==> src/rtl/cmp_seq_pkg.sv <==
// Shared types and defaults for the compare frame sequencer.
//   state_t    : sequencer FSM states (IDLE/CMP/DONE)
//   res_code_t : decoded comparator outcome (GT/EQ/LT/ERR)
package cmp_seq_pkg;

    localparam int unsigned DEF_WIDTH     = 8;
    localparam int unsigned DEF_FRAME_LEN = 16;

    typedef enum logic [1:0] {
        IDLE = 2'd0,
        CMP  = 2'd1,
        DONE = 2'd2
    } state_t;

    typedef enum logic [1:0] {
        GT  = 2'd0,
        EQ  = 2'd1,
        LT  = 2'd2,
        ERR = 2'd3
    } res_code_t;

endpackage

==> src/rtl/compare_frame_sequencer_if.sv <==
// Operand-in and result-out handshakes of the compare frame sequencer.
//   in_*      : operand pair stream (valid/ready, last marks frame end)
//   res_*     : held frame result (valid/ready)
//   *_cnt     : frame tallies carried with the result
// master = upstream producer / result consumer, slave = sequencer.
interface compare_frame_sequencer_if
    import cmp_seq_pkg::*;
#(
    parameter int unsigned WIDTH = DEF_WIDTH,
    parameter int unsigned CNT_W = $clog2(DEF_FRAME_LEN + 1)
);

    logic             in_valid;
    logic             in_ready;
    logic [WIDTH-1:0] in_a;
    logic [WIDTH-1:0] in_b;
    logic             in_last;

    logic             res_valid;
    logic             res_ready;
    logic [CNT_W-1:0] gt_cnt;
    logic [CNT_W-1:0] eq_cnt;
    logic [CNT_W-1:0] lt_cnt;
    logic [CNT_W-1:0] pair_cnt;

    modport master (
        output in_valid, in_a, in_b, in_last, res_ready,
        input  in_ready, res_valid, gt_cnt, eq_cnt, lt_cnt, pair_cnt
    );

    modport slave (
        input  in_valid, in_a, in_b, in_last, res_ready,
        output in_ready, res_valid, gt_cnt, eq_cnt, lt_cnt, pair_cnt
    );

endinterface

==> src/rtl/cmp_flag_decode.sv <==
// Maps the comparator's {agb,aeb,alb} flags onto a result code.
//   agb/aeb/alb : raw comparator flags
//   code_c      : combinational result code
// With CMP_FLAG_CHECK_EN defined, anything other than exactly one flag set
// decodes to ERR; otherwise flags are resolved by priority AGB > ALB > AEB
// and an all-zero pattern is treated as equal.
module cmp_flag_decode
    import cmp_seq_pkg::*;
(
    input  logic      agb,
    input  logic      aeb,
    input  logic      alb,
    output res_code_t code_c
);

    always_comb begin
        code_c = EQ;
`ifdef CMP_FLAG_CHECK_EN
        case ({agb, aeb, alb})
            3'b100:  code_c = GT;
            3'b010:  code_c = EQ;
            3'b001:  code_c = LT;
            default: code_c = ERR;
        endcase
`else
        if (agb)      code_c = GT;
        else if (alb) code_c = LT;
        else if (aeb) code_c = EQ;
        else          code_c = EQ;
`endif
    end

endmodule

==> src/rtl/compare_frame_sequencer.sv <==
// Streaming front/back end for an external magnitude comparator.
// Registers each accepted operand pair onto cmp_a/cmp_b, samples the
// comparator flags one cycle later and tallies greater/equal/less per frame.
// A frame closes on in_last or after FRAME_LEN pairs; its tallies are then
// held with res_valid until res_ready.
//   clk, rst        : clock, synchronous active-high reset
//   bus (slave)     : operand stream in, frame result out
//   cmp_a, cmp_b    : registered operands to the comparator
//   cmp_agb/aeb/alb : comparator flags
//   flag_err        : sticky illegal-flag indicator
// Optional macro CMP_FLAG_CHECK_EN: non-one-hot flags set flag_err and the
// pair is counted in pair_cnt only; when undefined flag_err stays 0.
module compare_frame_sequencer
    import cmp_seq_pkg::*;
#(
    parameter int unsigned WIDTH     = DEF_WIDTH,
    parameter int unsigned FRAME_LEN = DEF_FRAME_LEN,
    parameter int unsigned CNT_W     = $clog2(FRAME_LEN + 1)
) (
    input  logic                     clk,
    input  logic                     rst,
    compare_frame_sequencer_if.slave bus,
    output logic [WIDTH-1:0]         cmp_a,
    output logic [WIDTH-1:0]         cmp_b,
    input  logic                     cmp_agb,
    input  logic                     cmp_aeb,
    input  logic                     cmp_alb,
    output logic                     flag_err
);

    state_t           state;
    logic             in_ready_q;
    logic             res_valid_q;
    logic             last_q;
    logic [CNT_W-1:0] gt_q;
    logic [CNT_W-1:0] eq_q;
    logic [CNT_W-1:0] lt_q;
    logic [CNT_W-1:0] pair_q;

    res_code_t        code_c;
    logic             frame_full_c;

    cmp_flag_decode u_decode (
        .agb    (cmp_agb),
        .aeb    (cmp_aeb),
        .alb    (cmp_alb),
        .code_c (code_c)
    );

    // The pair being tallied this cycle is the last one the frame can hold.
    assign frame_full_c = (pair_q + CNT_W'(1)) == CNT_W'(FRAME_LEN);

    assign bus.in_ready  = in_ready_q;
    assign bus.res_valid = res_valid_q;
    assign bus.gt_cnt    = gt_q;
    assign bus.eq_cnt    = eq_q;
    assign bus.lt_cnt    = lt_q;
    assign bus.pair_cnt  = pair_q;

    // Sequencer FSM with registered handshake outputs and tallies.
    always_ff @(posedge clk) begin
        if (rst) begin
            state       <= IDLE;
            in_ready_q  <= 1'b1;
            res_valid_q <= 1'b0;
            last_q      <= 1'b0;
            cmp_a       <= '0;
            cmp_b       <= '0;
            gt_q        <= '0;
            eq_q        <= '0;
            lt_q        <= '0;
            pair_q      <= '0;
            flag_err    <= 1'b0;
        end else begin
            case (state)
                IDLE: begin
                    if (bus.in_valid && in_ready_q) begin
                        cmp_a      <= bus.in_a;
                        cmp_b      <= bus.in_b;
                        last_q     <= bus.in_last;
                        in_ready_q <= 1'b0;
                        state      <= CMP;
                    end
                end
                CMP: begin
                    pair_q <= pair_q + CNT_W'(1);
                    case (code_c)
                        GT:  gt_q <= gt_q + CNT_W'(1);
                        EQ:  eq_q <= eq_q + CNT_W'(1);
                        LT:  lt_q <= lt_q + CNT_W'(1);
                        ERR: begin
`ifdef CMP_FLAG_CHECK_EN
                            flag_err <= 1'b1;
`endif
                        end
                        default: ;
                    endcase
                    // in_last and a full frame together still close once.
                    if (last_q || frame_full_c) begin
                        res_valid_q <= 1'b1;
                        state       <= DONE;
                    end else begin
                        in_ready_q <= 1'b1;
                        state      <= IDLE;
                    end
                end
                DONE: begin
                    // Reopen only on the next edge; no accept in the release cycle.
                    if (bus.res_ready) begin
                        res_valid_q <= 1'b0;
                        in_ready_q  <= 1'b1;
                        gt_q        <= '0;
                        eq_q        <= '0;
                        lt_q        <= '0;
                        pair_q      <= '0;
                        state       <= IDLE;
                    end
                end
                default: begin
                    in_ready_q  <= 1'b1;
                    res_valid_q <= 1'b0;
                    state       <= IDLE;
                end
            endcase
        end
    end

endmodule

==> src/flat_wrapper.sv <==
// flat-port wrapper written by rule: the top's interface ports become plain ports
module compare_frame_sequencer_flat import cmp_seq_pkg::*;
#(
    parameter int unsigned WIDTH     = DEF_WIDTH,
    parameter int unsigned FRAME_LEN = DEF_FRAME_LEN,
    parameter int unsigned CNT_W     = $clog2(FRAME_LEN + 1)
)
  (clk, rst, cmp_a, cmp_b, cmp_agb, cmp_aeb, cmp_alb, flag_err, bus_in_valid, bus_in_a, bus_in_b, bus_in_last, bus_res_ready, bus_in_ready, bus_res_valid, bus_gt_cnt, bus_eq_cnt, bus_lt_cnt, bus_pair_cnt);
  compare_frame_sequencer_if #(.WIDTH(WIDTH), .CNT_W(CNT_W)) bus_i ();
  input  logic clk;
  input  logic rst;
  output logic [WIDTH-1:0] cmp_a;
  output logic [WIDTH-1:0] cmp_b;
  input  logic cmp_agb;
  input  logic cmp_aeb;
  input  logic cmp_alb;
  output logic flag_err;
  input wire logic [$bits(bus_i.in_valid)-1:0] bus_in_valid;
  input wire logic [$bits(bus_i.in_a)-1:0] bus_in_a;
  input wire logic [$bits(bus_i.in_b)-1:0] bus_in_b;
  input wire logic [$bits(bus_i.in_last)-1:0] bus_in_last;
  input wire logic [$bits(bus_i.res_ready)-1:0] bus_res_ready;
  output wire logic [$bits(bus_i.in_ready)-1:0] bus_in_ready;
  output wire logic [$bits(bus_i.res_valid)-1:0] bus_res_valid;
  output wire logic [$bits(bus_i.gt_cnt)-1:0] bus_gt_cnt;
  output wire logic [$bits(bus_i.eq_cnt)-1:0] bus_eq_cnt;
  output wire logic [$bits(bus_i.lt_cnt)-1:0] bus_lt_cnt;
  output wire logic [$bits(bus_i.pair_cnt)-1:0] bus_pair_cnt;
  assign bus_i.in_valid = bus_in_valid;
  assign bus_i.in_a = bus_in_a;
  assign bus_i.in_b = bus_in_b;
  assign bus_i.in_last = bus_in_last;
  assign bus_i.res_ready = bus_res_ready;
  assign bus_in_ready = bus_i.in_ready;
  assign bus_res_valid = bus_i.res_valid;
  assign bus_gt_cnt = bus_i.gt_cnt;
  assign bus_eq_cnt = bus_i.eq_cnt;
  assign bus_lt_cnt = bus_i.lt_cnt;
  assign bus_pair_cnt = bus_i.pair_cnt;
  compare_frame_sequencer #(.WIDTH(WIDTH), .FRAME_LEN(FRAME_LEN), .CNT_W(CNT_W)) u_core (.clk(clk), .rst(rst), .bus(bus_i), .cmp_a(cmp_a), .cmp_b(cmp_b), .cmp_agb(cmp_agb), .cmp_aeb(cmp_aeb), .cmp_alb(cmp_alb), .flag_err(flag_err));
endmodule
==> config.mk <==
export PLATFORM = sky130hd
export DESIGN_NAME = compare_frame_sequencer_flat
export DESIGN_NICKNAME = d
export VERILOG_FILES = /design/src/rtl/cmp_seq_pkg.sv /design/src/rtl/compare_frame_sequencer_if.sv /design/src/rtl/cmp_flag_decode.sv /design/src/rtl/compare_frame_sequencer.sv /design/src/flat_wrapper.sv
export SDC_FILE = /design/constraint.sdc
export NUM_CORES = 1
export LEC_CHECK = 0
export ABC_AREA = 1
export BUFFER_PORTS_ARGS = -buffer_cell sky130_fd_sc_hd__buf_2
export CAP_MARGIN = 20
export CORE_MARGIN = 2
export CORE_UTILIZATION = 44
export DETAILED_ROUTE_END_ITERATION = 8
export GPL_ROUTABILITY_DRIVEN = 0
export PLACE_DENSITY_LB_ADDON = 0.15
export SKIP_CTS_REPAIR_TIMING = 1
export SLEW_MARGIN = 30
export SYNTH_ARGS = -nofsm -noshare
export SYNTH_HDL_FRONTEND = slang
export SYNTH_HIERARCHICAL = 1
export SYNTH_SLANG_ARGS = --single-unit
export TNS_END_PERCENT = 20
==> constraint.sdc <==
create_clock -name clk -period 1.43 [get_ports clk]
set_clock_uncertainty 0.1 [all_clocks]
set_input_delay 0.286 -clock clk [delete_from_list [all_inputs] [get_ports clk]]
set_output_delay 0.286 -clock clk [all_outputs]
set_load 0.005 [all_outputs]
Word-level counts from Yosys, hierarchy flattened --
Index checks and enable logic that the tools add are counted.
Cells by class: reductions and logical operators 13, shift operators 0, $mul 0, magnitude comparators 0, add/sub/neg operators 4, bitwise operators 1, muxes and demuxes 21, divide/modulo/power cells 0, equality and inequality tests 12
Operator list (count):
- $pmux W5 S2 | 4
- $add A5 B1 Y5 const B | 4
- $mux W5 | 4
- $reduce_and A3 Y1 | 5
- $mux W2 | 5
- $ne A2 B2 Y1 const B | 5
- $pmux W1 S3 | 2
- $pmux W2 S3 | 1
- $reduce_and A2 Y1 | 3
- $eq A5 B5 Y1 const B | 1
- $mux W1 | 5
- $eq A2 B1 Y1 const B | 2
- $eq A2 B2 Y1 const B | 2
- $logic_not A2 Y1 | 2
- $ne A2 B1 Y1 const B | 2
- $reduce_bool A2 Y1 | 1
- $logic_and A1 B1 Y1 | 1
- $logic_or A1 B1 Y1 | 1
- $not A1 Y1 | 1
Word-level totals: output and inout bits 39, flip-flop bits (word level) 41, input port bits 24, ROM bits 0, latch bits 0, RAM bits 0, memories kept 0, logic and storage cells 61

Depth between registers and ports, before layout --
Gate-level depths: netlist of the first run.
depth after elaboration 5, gate-level depth with buffers 11, gate-level depth less buffers 11

By module --
Netlist of the first run, hierarchy kept.
By module, submodules not included:
- compare_frame_sequencer | area an instance 1786.7 um2, seq. area each 820.8 um2, cells an instance 237, times used 1
- cmp_flag_decode | area an instance 13.8 um2, seq. area each 0.0 um2, cells an instance 3, times used 1

Least setup slack after synthesis of the first run --
Ideal clock, no wire load.
path kind register to register, start point reg u_core.pair_q[0], in the netlist u_core/bus.pair_cnt[0], end point reg u_core.in_ready_q, in the netlist u_core/bus.in_ready, stages on the path, launching flop included 11, path buffers 0, arrival time 1.150 ns, setup time 0.129 ns, required time 1.201 ns, period minus slack after synthesis 1.379 ns, setup slack 0.051 ns, cell sequence dfxtp_1 -> ha_1 -> nand3_1 -> nand2_1 -> nand2_1 -> nand3_1 -> nand2_1 -> nand2_1 -> nand2_1 -> nand2_1 -> nand3_1
Between the ends: word-level cells in the longest chain between the ends 5
RTL lines:
- start, declared | RTL line compare_frame_sequencer.sv:38 | logic [CNT_W-1:0] pair_q;
- start signal, assigned | RTL line compare_frame_sequencer.sv:86 | pair_q <= pair_q + CNT_W'(1);
- $add A5 B1 Y5 | RTL line compare_frame_sequencer.sv:51 | assign frame_full_c = (pair_q + CNT_W'(1)) == CNT_W'(FRAME_LEN);
- $eq A5 B5 Y1 | RTL line compare_frame_sequencer.sv:51
- $logic_or A1 B1 Y1 | RTL line compare_frame_sequencer.sv:99 | if (last_q || frame_full_c) begin
- $ne A2 B2 Y1 (no line)
- $reduce_and A3 Y1 (no line)
- end signal, assigned | RTL line compare_frame_sequencer.sv:64 | in_ready_q <= 1'b1;
- end signal, assigned | RTL line compare_frame_sequencer.sv:103 | in_ready_q <= 1'b1;
- end signal, assigned | RTL line compare_frame_sequencer.sv:111 | in_ready_q <= 1'b1;
- end, declared | RTL line compare_frame_sequencer.sv:32 | logic in_ready_q;
No other way between the ends. A chain may end at the register's enable or synchronous reset.

Worst setup path after layout of the first run --
start point reg u_core.pair_q[1], in the netlist u_core/bus.pair_cnt[1], end point reg u_core.in_ready_q, in the netlist u_core/bus.in_ready
Same word-level chain as after synthesis.

==> impl_summary.txt, run 1 <==
----------------------------------------------------
[Routing]
  Vias post-DR ... 1675
  Number of iterations in the first detailed-routing pass ... 4
  Antenna Nets Post-Route ... 0
  DRC violation count after routing ... 0
  Vias per std cell ... 4.59
  Detail-routed net length per standard cell ... 10.4 um
  Iteration-0 DRC count of the detailed router ... 58
  Wire length after detailed routing ... 3.80 mm

[Layout]
  Share of final-layout standard cells stronger than drive strength 1 ... 34.9%
  Count of placed standard cells in the final layout, fillers left out ... 365
  Diodes inserted ... 0
  Commonest cells after routing, fill and taps aside ... buf_2 (60), nor2_1 (49), dfxtp_1 (36), nand2_1 (35)
  Post-synthesis to final-layout area growth ... 32.6%
  Commonest non-fill, non-tap cell in the layout ... buf_2
  Net count of the finished layout ... 342

[Power and ir drop]
  Post-layout power ... 2570 uW
  Static leakage ... 0.00115 uW
  Internal power ... 1940 uW
  Seq pwr share ... 48.6%
  Pwr Density ... 1080 nW/um2
  Switching power of the nets ... 635 uW
  Fraction of power spent switching nets ... 24.7%
  Largest vdd supply drop ... 0.738 mV
  Proportion of power drawn by combinational gates ... 13.9%
  Clock share of power ... 37.4%

[Worst setup path]
  Most used cell along the critical path ... nand2_1
  Category of the worst setup path capture point ... register
  Worst reg2reg path endpoint ... u_core/bus.in_ready$_SDFFE_PP1P_
  Crit Path Max Fanout ... 4
  Peak per-stage delay on the critical path ... 0.36 ns
  Crit path max-delay cell type ... dfxtp_2
  Critical Path Start Type ... register
  Worst reg2reg startpoint ... u_core/bus.pair_cnt[1]$_SDFFE_PP0P_
  Termination of the worst setup path ... u_core/bus.in_ready$_SDFFE_PP1P_
  WS Path Type ... reg -> reg
  Cell breakdown of the critical path ... ha_4 > nand3_1 > nand2_1 > nand2_1 > nand3_1 > nand2_1 > nand2_2 > nand2_1 > nand2_1 > nand3_1
  Critical path origin ... u_core/bus.pair_cnt[1]$_SDFFE_PP0P_
  Worst reg2reg setup slack ... 0.07 ns
  WP data arrival ... 1.45 ns
  Worst reg-to-reg path cell count ... 10
  WP data required ... 1.51 ns

[Place]
  Cell count after placement ... 353
  Placed wire-length estimate ... 2.70 mm
  Pre-CTS worst setup slack ... -0.154 ns
  PortBufs ... 60

[GRT]
  Met1 demand-to-capacity share in global routing ... 22.4%
  Via count of the first global-routing pass ... 1480
  Gr ovfl total ... 0
  Met3 Usage GRT ... 5.10%
  Maximum number of pins on one net before global-route repair ... 20
  Number of antenna violations at the first check in global routing ... 0
  Routing layer with the top usage in global route ... met2
  First-pass GRT wire length ... 6.21 mm
  Met2 Track Usage GR ... 28.3%
  Total global-route track usage ... 17.8%

[Clock tree]
  Num Clock Sinks ... 41
  CTS tree ... built
  Depth of the CTS H-tree ... 2
  Maximum count of clock buffers along a single path ... 2
  Clock input transition at the sequential cells of the worst setup and hold paths ... 0.08 ns
  Clk Tree Root Cell ... clkbuf_8
  Inserted Clock Buffers ... 5
  Skew-Pair Late Insertion Delay ... 0.29 ns

[STA]
  Final Max Slew Viols ... 0
  Highest clock frequency the design can meet ... 733 MHz
  Unrepaired setup endpoints after global routing ... yes
  Post-route clock period utilization ... 95.4%
  Final count of negative-setup-slack endpoints ... 0
  Final period demand of the worst path ... 1.36 ns
  Post-route worst setup slack ... 0.0661 ns
  Final hold viol count ... 0

[Floorplanning]
  Floorplan die height ... 68.0 um
  I/O pin total ... 63
  Starting utilization of the core area ... 45.3%
  Area of the die ... 4620 um2
  Placement row count ... 23
  Horizontal extent of the die ... 68.0 um
  Core outline area ... 3970 um2

[Synth]
  Mean instance size in the synthesized netlist ... 7.50 um2
  Mapped cell area ... 1800 um2
  Total nets after synthesis ... 268
  Share of the yosys chip area belonging to registers ... 45.6%
  Warnings from Yosys ... 6
  Synthesized flop and latch total ... 41
  Unique cell type count in the Yosys netlist ... 26
  Synthesized netlist cell count ... 240

[Outcome]
  Run status ... finished, final reports clean

[Run]
  Max-capacitance violation count ... 0

[Min path]
  Class of the tightest hold or removal check ... in -> reg

----------------------------------------------------
==> worst max-delay path: cells and delay by family (launching register included) <==
kind / cells / cell delay [ns]
AND/OR/NAND/NOR: 9 / 0.63
flip-flops: 1 / 0.36
adder cells (fa/ha/maj): 1 / 0.15
==> cell type report <==
cell class | count | area, um2
clock buffer | 6 | 82.6
clock inverter | 2 | 37.5
fill | 371 | 1580
inverter | 27 | 111
multi-input combinational | 166 | 868
sequential | 41 | 827
tap | 50 | 62.6
timing repair buffer | 73 | 398
==> worst min-delay path by stage <==
stage | depth (start not counted) | start | to | slack [ns]
finish | 3 | bus_in_b[5] | u_core/cmp_b[5]$_SDFFE_PP0P_ | 0.11
global route | 3 | bus_in_b[5] | u_core/cmp_b[5]$_SDFFE_PP0P_ | 0.11
CTS | 3 | bus_in_b[5] | u_core/cmp_b[5]$_SDFFE_PP0P_ | 0.10
detailed placement | 2 | u_core/last_q$_SDFFE_PP0P_ | u_core/last_q$_SDFFE_PP0P_ | 0.35
global placement | 2 | u_core/last_q$_SDFFE_PP0P_ | u_core/last_q$_SDFFE_PP0P_ | 0.34
floorplan | 2 | bus_in_a[5] | u_core/cmp_a[5]$_SDFFE_PP0P_ | 0.32
==> stage by stage <==
stage	hold slack [ns]	TNS, ns	utilization [%]	cell area, um2
floorplan	0.321	0	-	1800
global placement	0.341	-1.08	55.3	2200
detailed placement	0.351	-1.08	55.3	2200
CTS	0.104	-1.33	58.3	2320
global route	0.108	-0.0692	60.1	2390
finish	0.110	0	60.1	2390
==> power by group through the flow <==
stage	combinational, uW	clock, uW	sequential [uW]
5_1_grt	408	1040	1260
2_1_floorplan	184	0	1280
3_3_place_gp	326	0	1270
6_report	358	963	1250
4_1_cts	333	995	1250
3_5_place_dp	331	0	1270
==> cell usage after synthesis, drive strengths merged <==
| cell type | count | share of area, % |
|---|---|---|
| a21oi | 18 | 5.0 |
| and3 | 3 | 1.2 |
| dfxtp | 41 | 46 |
| inv | 27 | 5.9 |
| a211oi | 2 | 0.83 |
| nor2 | 54 | 12 |
| clkbuf | 3 | 0.63 |
| o21ai | 24 | 6.9 |
| nand3 | 12 | 5.4 |
| nor3 | 5 | 1.4 |
| buf | 3 | 1.3 |
| nand2 | 41 | 10 |
| ha | 4 | 2.8 |
| nand4 | 2 | 0.69 |
| conb | 1 | 0.21 |
==> registers in the layout (all words and copies together), names as in the netlist <==
register / flops
u_core/bus.eq_cnt: 5
u_core/bus.lt_cnt: 5
u_core/last_q: 1
u_core/state: 2
u_core/cmp_b: 8
u_core/bus.res_valid: 1
u_core/bus.pair_cnt: 5
u_core/bus.gt_cnt: 5
u_core/cmp_a: 8
u_core/bus.in_ready: 1
==> metal layers <==
metal  share of wire [%]  up-vias
li1                    -      915
met1                  48      710
met2                  44       44
met3                 5.8        6
met4                 1.7        0
met5                   0        -
==> cell families after synthesis <==
| logic type | Yosys count | share of synthesized area [%] |
|---|---|---|
| adders and majority gates | 4 | 2.78 |
| AOI/OAI and AO/OA | 44 | 12.7 |
| buffers and inverters | 33 | 7.85 |
| and+or+nand+nor | 117 | 30.9 |
| DFF | 41 | 45.6 |
| other | 1 | 0.208 |
No activity file was read; power rests on OpenSTA's default activity.
==> run 2: changes to the inputs <==
Settings changed: CORE_UTILIZATION 44 to 46, CTS_BUF_LIST set to sky130_fd_sc_hd__clkbuf_2 sky130_fd_sc_hd__clkbuf_4 sky130_fd_sc_hd__clkbuf_8.
==> run 2 against run 1 <==
  * Via count grew 1.6%
  * Non-clock buffer count shrank 1
  * Sequential power is essentially flat
  * Register-to-register slack gained 0.04 ns
  * Cell area shrank 1.3%
  * Combinational power shrank 4%
  * Sequential share of layout area grew 0.46 points
  * Utilization grew 3.3 points
  * Cell count shrank 0.82%
  * Largest cell class unchanged
  * Largest power group unchanged
==> impl_summary.txt, run 2 (synthesis results as in run 1) <==
----------------------------------------------------
[Run]
  Max-capacitance violation count ... 0 (unchanged)

[Clock tree]
  Maximum count of clock buffers along a single path ... 2 (unchanged)
  Num Clock Sinks ... 41 (unchanged)
  Clk Tree Root Cell ... clkbuf_8
  Skew-Pair Late Insertion Delay ... 0.30 ns (about the same)
  Depth of the CTS H-tree ... 2 (unchanged)
  Clock input transition at the sequential cells of the worst setup and hold paths ... 0.08 ns (about the same)
  Inserted Clock Buffers ... 5 (unchanged)
  CTS tree ... built

[Power and ir drop]
  Largest vdd supply drop ... 0.656 mV (-11%)
  Static leakage ... 0.00114 uW (-1.3%)
  Pwr Density ... 998 nW/um2 (-7.4%)

[Layout]
  Count of placed standard cells in the final layout, fillers left out ... 362 (-0.82%)
  Net count of the finished layout ... 341 (-0.29%)
  Share of final-layout standard cells stronger than drive strength 1 ... 35.7% (+0.75 points)
  Commonest cells after routing, fill and taps aside ... buf_2 (60), nor2_1 (49), dfxtp_1 (36), nand2_1 (33)
  End-of-flow core utilization ... 63.4% (+3.3 points)
  Diodes inserted ... 0 (unchanged)
  Biggest regs ... u_core/cmp_a (8), u_core/cmp_b (8)
  Filler Cell Count ... 363 (-2.2%)
  Commonest non-fill, non-tap cell in the layout ... buf_2
  Post-synthesis to final-layout area growth ... 30.9%

[Routing]
  Wire length after detailed routing ... 3.74 mm (-1.5%)
  Uppermost layer routed ... met4
  Vias post-DR ... 1701 (+1.6%)
  Sum of routed wire segments on met1 ... 1.72 mm (-6.0%)
  DRC violation count after routing ... 0 (unchanged)
  Sum of met3 wire segment lengths after detailed routing ... 266 um (+20%)
  Antenna Nets Post-Route ... 0 (unchanged)
  Vias per std cell ... 4.70 (+2.4%)
  Detail-routed net length per standard cell ... 10.3 um (-0.68%)
  Iteration-0 DRC count of the detailed router ... 85 (+47%)
  Number of iterations in the first detailed-routing pass ... 4 (unchanged)
  Detailed-routed wire length on met2 ... 1.70 mm (+1.2%)

[Outcome]
  Run status ... finished, final reports clean

[Min path]
  Hold path startpoint ... bus_in_a[1]
  Class of the tightest hold or removal check ... in -> reg
  Number of cells traversed by the worst hold path ... 3 (unchanged)
  Hold endpoint ... u_core/cmp_a[1]$_SDFFE_PP0P_

[STA]
  Final period demand of the worst path ... 1.33 ns (-0.0350 ns)
  Final count of negative-setup-slack endpoints ... 0 (unchanged)
  Unrepaired setup endpoints after global routing ... yes
  Final hold viol count ... 0 (unchanged)
  Post-route clock period utilization ... 92.9% (-2.5 points)
  Final Max Slew Viols ... 0 (unchanged)
  Highest clock frequency the design can meet ... 753 MHz (+2.6%)

[Worst setup path]
  Crit path max-delay cell type ... dfxtp_2
  WP data arrival ... 1.41 ns (-0.04 ns)
  Worst reg2reg startpoint ... u_core/bus.pair_cnt[1]$_SDFFE_PP0P_
  WP data required ... 1.51 ns (about the same)
  Peak per-stage delay on the critical path ... 0.36 ns (about the same)
  Category of the worst setup path capture point ... register
  Delay-heaviest family, CP ... simple AND/OR/NAND/NOR gates
  Worst reg-to-reg path cell count ... 10 (unchanged)
  WP buf/inv ... 0 (unchanged)
  Most used cell along the critical path ... nand2_1
  Critical Path Start Type ... register
  WS Path Type ... reg -> reg
  Crit Path Max Fanout ... 4 (unchanged)
  Worst reg2reg setup slack ... 0.10 ns (+0.04 ns)
  Cell breakdown of the critical path ... ha_4 > nand3_1 > nand2_1 > nand2_2 > nand3_2 > nand2_1 > nand2_2 > nand2_1 > nand2_1 > nand3_1
  Worst reg2reg path endpoint ... u_core/bus.in_ready$_SDFFE_PP1P_

[GRT]
  Total global-route track usage ... 18.9% (+1.1 points)
  Number of antenna violations at the first check in global routing ... 0 (unchanged)
  Via count of the first global-routing pass ... 1491 (+0.74%)
  First-pass GRT wire length ... 6.41 mm (+3.2%)
  Gr ovfl total ... 0 (unchanged)
  Maximum number of pins on one net before global-route repair ... 21 (+5.0%)

[Floorplanning]
  Core outline area ... 3720 um2 (-6.4%)
  Floorplan die height ... 66.6 um (-2.1%)
  Area of the die ... 4430 um2 (-4.1%)
  Placement row count ... 22 (-4.3%)
  I/O pin total ... 63 (unchanged)
  Horizontal extent of the die ... 66.6 um (-2.1%)
  Starting utilization of the core area ... 48.5% (+3.1 points)

[Place]
  Cell count after placement ... 351 (-0.57%)
  Placed wire-length estimate ... 2.67 mm (-1.0%)
  PortBufs ... 60 (unchanged)

----------------------------------------------------
==> run 2: worst max-delay path by stage <==
stage | slack, ns | start | cells past startpoint | end
after detailed placement | -0.12 | u_core/state[0]$_SDFFE_PP0P_ | 6 | u_core/last_q$_SDFFE_PP0P_
final | 0.10 | u_core/bus.pair_cnt[1]$_SDFFE_PP0P_ | 10 | u_core/bus.in_ready$_SDFFE_PP1P_
after global placement | -0.12 | u_core/state[0]$_SDFFE_PP0P_ | 6 | u_core/last_q$_SDFFE_PP0P_
after CTS | -0.14 | u_core/state[0]$_SDFFE_PP0P_ | 6 | u_core/last_q$_SDFFE_PP0P_
after global routing | -0.01 | u_core/state[1]$_SDFFE_PP0P_ | 11 | u_core/bus.gt_cnt[4]$_SDFFE_PP0P_
after floorplan | 0.05 | u_core/bus.pair_cnt[0]$_SDFFE_PP0P_ | 10 | u_core/bus.in_ready$_SDFFE_PP1P_
==> run 2: routing by layer <==
layer / global-route usage [%] / up-vias
li1: - / 911
met1: 22.6 / 739
met2: 30.5 / 45
met3: 7.43 / 6
met4: 6.89 / 0
met5: 0 / -
==> run 2: stage by stage <==
| step | worst slack (ns) | instance area, um2 | TNS, ns | total power (uW) | hold WS, ns |
|---|---|---|---|---|---|
| 2_1_floorplan | 0.0511 | 1800 | 0 | 1460 | 0.321 |
| 3_3_place_gp | -0.117 | 2190 | -0.899 | 1600 | 0.340 |
| 3_5_place_dp | -0.124 | 2190 | -1.06 | 1600 | 0.345 |
| 4_1_cts | -0.140 | 2280 | -1.37 | 2370 | 0.0934 |
| 5_1_grt | -0.0110 | 2360 | -0.0324 | 2490 | 0.105 |
| 6_report | 0.101 | 2360 | 0 | 2350 | 0.102 |
==> run 2: report_power, final <==
group | leakage, uW | internal [uW] | switching, uW
logic | 0.000754 | 148 | 196
registers | 0.000337 | 1210 | 37.3
clock network | 0.0000481 | 346 | 410
total | 0.00114 | 1710 | 644
==> run 2: area by class of cell <==
cell class	count	area [um2]	share of cell area, %
clock inverter	3	22.5	0.956
clock buffer	5	68.8	2.92
inverter	27	109	4.62
timing repair buffer	72	390	16.6
sequential	41	827	35.1
tap	48	60.1	2.55
multi-input combinational	166	878	37.3
==> run 2: worst reg2reg max path, stage by stage (launching register included) <==
cell,delay (ns)
dfxtp_2,0.36
ha_4,0.15
nand3_1,0.08
nand2_1,0.08
nand2_2,0.06
nand3_2,0.08
nand2_1,0.06
nand2_2,0.09
nand2_1,0.05
nand2_1,0.05
nand3_1,0.05
